`src/rtl/delay_line_if.sv`:
```
// Stream, configuration and status signals of the programmable delay line.
// The master modport drives samples and configuration; the slave modport is the delay line.
interface delay_line_if #(
  parameter int G_DATA_WIDTH = 32,
  parameter int G_MAX_DELAY  = 16,
  parameter int G_DELAY_W    = $clog2(G_MAX_DELAY + 1)
);

  logic [G_DATA_WIDTH-1:0] data_in;
  logic                    data_in_valid;
  logic [G_DELAY_W-1:0]    cfg_delay;
  logic                    cfg_load;
  logic [G_DATA_WIDTH-1:0] delayed_data;
  logic                    delayed_data_valid;
  logic [G_DELAY_W-1:0]    cur_delay;
  logic [G_DELAY_W-1:0]    in_flight;
  logic                    cfg_err;

  modport master (
    output data_in, data_in_valid, cfg_delay, cfg_load,
    input  delayed_data, delayed_data_valid, cur_delay, in_flight, cfg_err
  );

  modport slave (
    input  data_in, data_in_valid, cfg_delay, cfg_load,
    output delayed_data, delayed_data_valid, cur_delay, in_flight, cfg_err
  );

endinterface

```
`src/rtl/delay_line.sv`:
```
// Programmable delay line: each valid sample reappears exactly D cycles later,
// D = 1..G_MAX_DELAY, with up to D samples in flight. A legal reconfiguration
// flushes everything in flight; an illegal one is rejected with a cfg_err pulse.
//
// The G_MAX_DELAY stages are G_MAX_DELAY-1 shift stages plus the output register.
// The output register taps the live input for D=1, else shift stage D-2.
module delay_line #(
  parameter int G_DATA_WIDTH  = 32,
  parameter int G_MAX_DELAY   = 16,
  parameter int G_RESET_DELAY = 3,
  parameter int G_DELAY_W     = $clog2(G_MAX_DELAY + 1)
) (
  input  logic         clk,
  input  logic         rst_n,
  delay_line_if.slave  bus
);

  // Keep at least one shift stage so G_MAX_DELAY=1 still elaborates; it is never tapped then.
  localparam int P_DEPTH = (G_MAX_DELAY > 1) ? G_MAX_DELAY - 1 : 1;

  logic [P_DEPTH-1:0]      stage_valid_q, stage_valid_d;
  logic [G_DATA_WIDTH-1:0] stage_data_q [P_DEPTH];
  logic [G_DATA_WIDTH-1:0] stage_data_d [P_DEPTH];
  logic [G_DATA_WIDTH-1:0] out_data_q, out_data_d;
  logic                    out_valid_q, out_valid_d;
  logic [G_DELAY_W-1:0]    cur_delay_q, cur_delay_d;
  logic [G_DELAY_W-1:0]    in_flight_q, in_flight_d;
  logic                    cfg_err_q, cfg_err_d;

  logic                    cfg_legal;
  logic                    flush;
  logic                    tap_valid;
  logic [G_DATA_WIDTH-1:0] tap_data;

  // Select the pipeline tap matching the active delay.
  always_comb begin
    tap_valid = bus.data_in_valid;
    tap_data  = bus.data_in;
    for (int i = 0; i < P_DEPTH; i++) begin
      if (int'(cur_delay_q) == i + 2) begin
        tap_valid = stage_valid_q[i];
        tap_data  = stage_data_q[i];
      end
    end
  end

  // Next-state logic: shift, configuration, output selection and occupancy count.
  always_comb begin
    cfg_legal = (bus.cfg_delay != '0) && (int'(bus.cfg_delay) <= G_MAX_DELAY);
    flush     = bus.cfg_load && cfg_legal;

    // The sample arriving with a legal load enters stage 0 and runs under the new delay.
    stage_valid_d    = '0;
    stage_valid_d[0] = bus.data_in_valid;
    stage_data_d[0]  = bus.data_in;
    for (int i = 1; i < P_DEPTH; i++) begin
      stage_valid_d[i] = stage_valid_q[i-1] && !flush;
      stage_data_d[i]  = stage_data_q[i-1];
    end

    // On a flush only a new D=1 sample may emerge next cycle; the old tap is discarded.
    out_valid_d = tap_valid;
    out_data_d  = out_data_q;
    if (flush) begin
      out_valid_d = (bus.cfg_delay == G_DELAY_W'(1)) && bus.data_in_valid;
      if (out_valid_d) out_data_d = bus.data_in;
    end else if (tap_valid) begin
      out_data_d = tap_data;
    end

    cur_delay_d = flush ? bus.cfg_delay : cur_delay_q;
    cfg_err_d   = bus.cfg_load && !cfg_legal;

    // A sample counts as in flight up to and including the cycle its pulse is shown.
    if (flush) begin
      in_flight_d = G_DELAY_W'(bus.data_in_valid);
    end else begin
      in_flight_d = in_flight_q + G_DELAY_W'(bus.data_in_valid) - G_DELAY_W'(out_valid_q);
    end
  end

  // Control and output registers with asynchronous reset.
  always_ff @(posedge clk or negedge rst_n) begin
    if (!rst_n) begin
      stage_valid_q <= '0;
      out_data_q    <= '0;
      out_valid_q   <= 1'b0;
      cur_delay_q   <= G_DELAY_W'(G_RESET_DELAY);
      in_flight_q   <= '0;
      cfg_err_q     <= 1'b0;
    end else begin
      stage_valid_q <= stage_valid_d;
      out_data_q    <= out_data_d;
      out_valid_q   <= out_valid_d;
      cur_delay_q   <= cur_delay_d;
      in_flight_q   <= in_flight_d;
      cfg_err_q     <= cfg_err_d;
    end
  end

  // Stage data is qualified by the valid bits, so it carries no reset.
  always_ff @(posedge clk) begin
    stage_data_q <= stage_data_d;
  end

  assign bus.delayed_data       = out_data_q;
  assign bus.delayed_data_valid = out_valid_q;
  assign bus.cur_delay          = cur_delay_q;
  assign bus.in_flight          = in_flight_q;
  assign bus.cfg_err            = cfg_err_q;

endmodule

```
`src/flat_wrapper.sv`:
```
// flat-port wrapper written by rule: the top's interface ports become plain ports
module delay_line_flat 
#(
  parameter int G_DATA_WIDTH  = 32,
  parameter int G_MAX_DELAY   = 16,
  parameter int G_RESET_DELAY = 3,
  parameter int G_DELAY_W     = $clog2(G_MAX_DELAY + 1)
)
  (clk, rst_n, bus_data_in, bus_data_in_valid, bus_cfg_delay, bus_cfg_load, bus_delayed_data, bus_delayed_data_valid, bus_cur_delay, bus_in_flight, bus_cfg_err);
  delay_line_if #(.G_DATA_WIDTH(G_DATA_WIDTH), .G_MAX_DELAY(G_MAX_DELAY), .G_DELAY_W(G_DELAY_W)) bus_i ();
  input  logic clk;
  input  logic rst_n;
  input wire logic [$bits(bus_i.data_in)-1:0] bus_data_in;
  input wire logic [$bits(bus_i.data_in_valid)-1:0] bus_data_in_valid;
  input wire logic [$bits(bus_i.cfg_delay)-1:0] bus_cfg_delay;
  input wire logic [$bits(bus_i.cfg_load)-1:0] bus_cfg_load;
  output wire logic [$bits(bus_i.delayed_data)-1:0] bus_delayed_data;
  output wire logic [$bits(bus_i.delayed_data_valid)-1:0] bus_delayed_data_valid;
  output wire logic [$bits(bus_i.cur_delay)-1:0] bus_cur_delay;
  output wire logic [$bits(bus_i.in_flight)-1:0] bus_in_flight;
  output wire logic [$bits(bus_i.cfg_err)-1:0] bus_cfg_err;
  assign bus_i.data_in = bus_data_in;
  assign bus_i.data_in_valid = bus_data_in_valid;
  assign bus_i.cfg_delay = bus_cfg_delay;
  assign bus_i.cfg_load = bus_cfg_load;
  assign bus_delayed_data = bus_i.delayed_data;
  assign bus_delayed_data_valid = bus_i.delayed_data_valid;
  assign bus_cur_delay = bus_i.cur_delay;
  assign bus_in_flight = bus_i.in_flight;
  assign bus_cfg_err = bus_i.cfg_err;
  delay_line #(.G_DATA_WIDTH(G_DATA_WIDTH), .G_MAX_DELAY(G_MAX_DELAY), .G_RESET_DELAY(G_RESET_DELAY), .G_DELAY_W(G_DELAY_W)) u_core (.clk(clk), .rst_n(rst_n), .bus(bus_i));
endmodule
```
`config.mk`:
```
export PLATFORM = sky130hd
export DESIGN_NAME = delay_line_flat
export DESIGN_NICKNAME = d
export VERILOG_FILES = /design/src/rtl/delay_line_if.sv /design/src/rtl/delay_line.sv /design/src/flat_wrapper.sv
export SDC_FILE = /design/constraint.sdc
export NUM_CORES = 1
export LEC_CHECK = 0
export ABC_CLOCK_PERIOD_IN_PS = 2400
export CAP_MARGIN = 20
export CORE_MARGIN = 2
export CORE_UTILIZATION = 25
export DETAILED_ROUTE_END_ITERATION = 7
export MAX_ROUTING_LAYER = met4
export PLACE_DENSITY_LB_ADDON = 0.15
export SLEW_MARGIN = 25
export SYNTH_ARGS = -nofsm -noshare
export SYNTH_HDL_FRONTEND = slang
export SYNTH_SLANG_ARGS = --single-unit
```
`constraint.sdc`:
```
create_clock -name clk -period 2.4 [get_ports clk]
set_input_delay 0.24 -clock clk [delete_from_list [all_inputs] [get_ports clk]]
set_output_delay 0.24 -clock clk [all_outputs]
set_load 0.05 [all_outputs]
```
# After elaboration in Yosys (flattened, before gate mapping)
# Cells that the tools add are included.
# op_classes
eq_ne	17
n_mux	35
magnitude_cmp	1
reduce_logical	23
n_addsub	2
# op_table
op	n
$mux W32	18
$eq A5 B5 Y1 const B	9
$eq A5 B4 Y1 const B	4
$logic_and A1 B1 Y1	18
$mux W1	16
$eq A5 B3 Y1 const B	2
$add A5 B1 Y5	1
$eq A5 B1 Y1 const B	1
$le A5 B5 Y1 const B	1
$mux W5	1
$reduce_bool A5 Y1	1
$sub A5 B1 Y5	1
$logic_not A1 Y1	2
$ne A2 B2 Y1 const B	1
$reduce_and A2 Y1	1
$reduce_bool A2 Y1	1
# word_totals
reg_bits	539
out_inout_bits	44
input_bits	41

# Depth between registers and ports, before layout
# depth
depth_word	18
depth_mapped	12

# Least setup slack after synthesis
# No wires, ideal clock.
# synth_path
path_type	register to register
startpoint	register u_core.cur_delay_q[0], in the netlist u_core.bus.cur_delay[0]
endpoint	register u_core.out_data_q[25], in the netlist u_core.bus.delayed_data[25]
required_ns	2.274
period_less_slack_ns	2.665
path_stages_with_launch	9
t_arrival_ns	2.539
setup_slack_ns	-0.265
path_cell_list	dfstp_2 > buf_2 > buf_2 > buf_2 > buf_1 > mux2_2 > a311oi_1 > nor2_1 > o32a_1
# synth_via
elab_chain_len	18
word_cells_on_any_way	49
# synth_lines
item	line	rtl
start: declaration	delay_line.sv:26	logic [G_DELAY_W-1:0] cur_delay_q, cur_delay_d;
start signal: assignment	delay_line.sv:88	cur_delay_q <= G_DELAY_W'(G_RESET_DELAY);
start signal: assignment	delay_line.sv:95	cur_delay_q <= cur_delay_d;
$eq A5 B3 Y1	delay_line.sv:40	if (int'(cur_delay_q) == i + 2) begin
$mux W32 / $mux W1 (equally long branches) (15 in a row)	delay_line.sv:40	
$mux W32 / $reduce_bool A2 Y1 (equally long branches)	--	
$mux W32 / $reduce_and A2 Y1 (equally long branches)	--	
end signal: assignment	delay_line.sv:93	out_data_q <= out_data_d;
end: declaration	delay_line.sv:24	logic [G_DATA_WIDTH-1:0] out_data_q, out_data_d;
# Several ways; a longest one is shown, not always the timed one. The select of a mux whose other input is x is not followed.
# A chain may end at the register's enable or synchronous reset.

# Worst setup path in the final report
# layout_path
startpoint	register u_core.cur_delay_q[1], in the netlist u_core.bus.cur_delay[1]
endpoint	register u_core.out_data_q[8], in the netlist u_core.bus.delayed_data[8]
# The elaborated chain is that of the path after synthesis.

==> results.md <==
* Run status: finished, violations left
* Violated checks: negative setup slack
* Critical register-to-register path startpoint: u_core.bus.cur_delay[1]
* Crit share post-route at 114%
* Clock H-tree levels at 2
* Final design utilization at 34.1%
* Num rows at 96
* Placer congestion estimate at around 0.82
* Hold Violations, Final at 0
* DRC errors left at 0
* Distinct cells, synth at 76
* Crit-path max cell delay at about 0.54 ns
* Endpoint required time on the critical path at around 2.9 ns
* Synth Instances at 1,542
* WL final at between 50 and 60 mm
* Top cell type by total area after synthesis: dfxtp_1
* Core Box Area at between 60,000 and 70,000 um^2
* Critical path startpoint category: flop
* Global-route wire length before repair at about 90 mm
* Leading cell type in the layout, fill and taps excluded: dfxtp_1
* Layout overhead on the synthesized area at 35.6%
* Total via count in the routed design at 13,200
* TritonCTS Sinks at ~540
* Total of flip-flops plus latches after synthesis at 539
* X dimension of the die at about 270 um
* I/O pin total at 85
* Worst flop-to-flop path endpoint: u_core.bus.delayed_data[8]
* Slowest CP cell: or4b_4
* Average cell area after synthesis at roughly 11 um^2
* Top cell family by delay on the critical path: compound AO/OA/AOI/OAI gates
* Setup TNS after final layout at -9.01 ns
* Vias in the first global route at about 14,000
* Primary FF master, synth: dfxtp_1
* Count of flip-flops with a built-in enable after synthesis at 0
* Achievable frequency at roughly 370 MHz
* Async set or reset register ratio after synthesis at 10.9%
* Antenna violations before repair at 0
* Post-synthesis net count at approximately 1,600
* Path type of the worst min-delay path: in -> async
* Reported leakage power at 9.39 nW
* Setup ws final at -0.332 ns
* Area of the mapped netlist at about 17,000 um^2
* First-pass iteration count of the detailed router at 6
* Final HPWL DP at 42.5 mm
* Area of the die at 70,900 um^2
* Buf/Inv on CP at 3
* Largest net degree at the start of global routing at 33
* Congestion Overflow GR at 0
* Layout cell share with drive strength beyond 1 at between 20% and 30%
* I/O Buffers at between 80 and 90
* Setup crit end kind: flop
* Die height at 266 um
* Number of design-rule violations left by the first detailed-router iteration at 965
* Via-to-Cell Ratio at between 4 and 5
* Cell Chain, Critical Path: buf_8 -> or4b_4 -> a31oi_4 -> o2111ai_2 -> a211oi_2 -> o221ai_4 -> buf_4 -> buf_8 -> mux2_4
* Sequential area share after synthesis at 64.5%
* All-Layer GR Usage at between 10% and 20%
* Commonest cells after routing, fill and taps aside: 480 x dfxtp_1, 228 x buf_4, 109 x o21ai_0
* Top cells by area in the synthesized netlist: dfxtp_1 56%, dfrtp_1 8.3%, o21ai_0 3.2%
* DP Worst Slack at -0.781 ns
* Maximum Capacitance Violations at 0
* Area fraction of the dominant cell type after synthesis at between 50% and 60%
* TritonCTS buffer count at 58
* Classification of the worst setup path: reg -> reg
* CTS tree: yes
* Relative slew margins at between 60% and 70%
* Avg WL per Cell at roughly 21 um
* Longest Clk Path Bufs at 3
* Setup repair after global routing missed its margin: yes
* Critical path's most frequent cell: buf_8
* Synthesis Warnings at 0
* Clock period minus worst slack at roughly 2.7 ns
* Worst Path Arrival at approximately 3.2 ns
* Final number of setup-violating endpoints at 33
* Worst vdd rail ir drop at between 0.6 and 0.7 mV
* Initial Utilization at roughly 25%
* Setup slack of the worst register-to-register path at -0.33 ns
* R2r worst-path depth at 9
* Root buffer selected by CTS: clkbuf_16
* Clock insertion delay at the later pin of the skew report at just over 0.6 ns
* Number of nets still failing antenna checks after routing at 0
* Largest fanout of any net on the critical path at 7
* Number of nets in the layout at 1,895
* P per Cell Area at between 1000 and 1500 nW/um^2
* Final clock skew at about 0.018 ns
* Clock-pin transition on the worst setup and hold timing paths at approximately 0.06 ns
* Slew @ Worst Pin at between 0.5 and 0.6 ns
* Antenna diode count at 0
* Number of max-slew violations in the final report at 0
-- area by class of cell --
class / count / area (um^2)
clock inverters: 17 / 219
inverters: 15 / 60.1
flip-flops and latches: 539 / 11100
repair buffers: 350 / 3240
fillers: 6801 / 45000
clock buffers: 92 / 1770
well taps: 882 / 1100
multi-input cells: 884 / 5830
-- flip-flops by register name, indices dropped and copies added (netlist names) --
register                       flops
u_core.stage_data_d              448
u_core.stage_data_q               32
u_core.stage_valid_q              15
u_core.bus.in_flight               5
u_core.bus.cur_delay               5
u_core.bus.cfg_err                 1
u_core.bus.delayed_data_valid      1
u_core.bus.delayed_data           32
-- synth_stat cells (14+ instances only) --
master / n
inv_1: 14
dfrtp_1: 57
mux2i_1: 20
a221oi_1: 17
nor2_1: 88
a221o_1: 16
o32ai_1: 20
a31oi_1: 21
nand3_1: 53
dfxtp_1: 480
a21oi_1: 83
nand2_1: 86
a222oi_1: 14
and2_1: 18
o21ai_0: 111
o211ai_1: 19
nor2b_1: 24
o22ai_1: 56
nor3_1: 29
clkbuf_1: 56
buf_2: 36
-- power by group --
part | switching [mW] | total, mW | internal, mW
logic | 3.60 | 6.23 | 2.63
clock network | 3.62 | 9.20 | 5.58
registers | 0.593 | 10.4 | 9.76
-- through the flow --
stage / std cells / total power, mW / cell area [um^2] / hold WS [ns]
floorplan: 1542 / 13.8 / 17300 / -0.0556
detailed placement: 2649 / 16.5 / 20900 / 0.257
global route: 2779 / 26.9 / 23300 / 0.158
global placement: 2649 / 16.5 / 20900 / 0.245
finish: 2779 / 25.8 / 23300 / 0.152
CTS: 2764 / 25.9 / 23000 / 0.135
-- worst reg2reg max path, cell delays in order, from the launching register on --
cell,delay [ns]
dfstp_4,0.50
buf_8,0.15
or4b_4,0.55
a31oi_4,0.16
o2111ai_2,0.12
a211oi_2,0.35
o221ai_4,0.19
buf_4,0.17
buf_8,0.13
mux2_4,0.30
-- per-layer routing --
layer,global-route usage (%),vias to the layer above,share of wire [%]
met2,26.3,361,45
met3,2.28,106,4.2
met5,-,-,0
met1,23.4,6460,48
li1,-,6297,-
met4,5.38,0,2.7
-- cells by family (layout without fill, tap and decap cells) --
kind of cell / count (synthesis) / after routing / share of synthesized area (%)
flops: 539 / 539 / 64.5
simple gates: 360 / 360 / 10.4
buf+inv: 119 / 474 / 3.05
xor+xnor: 6 / 6 / 0.305
fa+ha+maj: 6 / 6 / 0.480
mux: 38 / 38 / 2.58
compound gates: 474 / 474 / 18.7
-- worst max-delay path by stage --
stage	slack, ns	to	start	cells after the start
2_1_floorplan	-0.14	u_core.bus.delayed_data[10]	u_core.bus.cur_delay[2]	8
3_3_place_gp	-0.71	u_core.bus.delayed_data[17]	u_core.bus.cur_delay[1]	9
3_5_place_dp	-0.78	u_core.bus.delayed_data[17]	u_core.bus.cur_delay[1]	9
4_1_cts	-0.27	u_core.bus.delayed_data[25]	u_core.bus.cur_delay[1]	8
5_1_grt	-0.40	u_core.bus.delayed_data[8]	u_core.bus.cur_delay[1]	9
6_report	-0.33	u_core.bus.delayed_data[8]	u_core.bus.cur_delay[1]	9
-- timing repair --
action                     in CTS  in global routing
hold endpoints to repair       30                  0
resized for setup              24                 39
setup buffers                   5                 14
cloned                          0                  1
hold buffers                    1                  0
pin swaps                       6                  9
setup endpoints to repair      34                 35
Note: power is estimated with default switching activity, not from simulation.
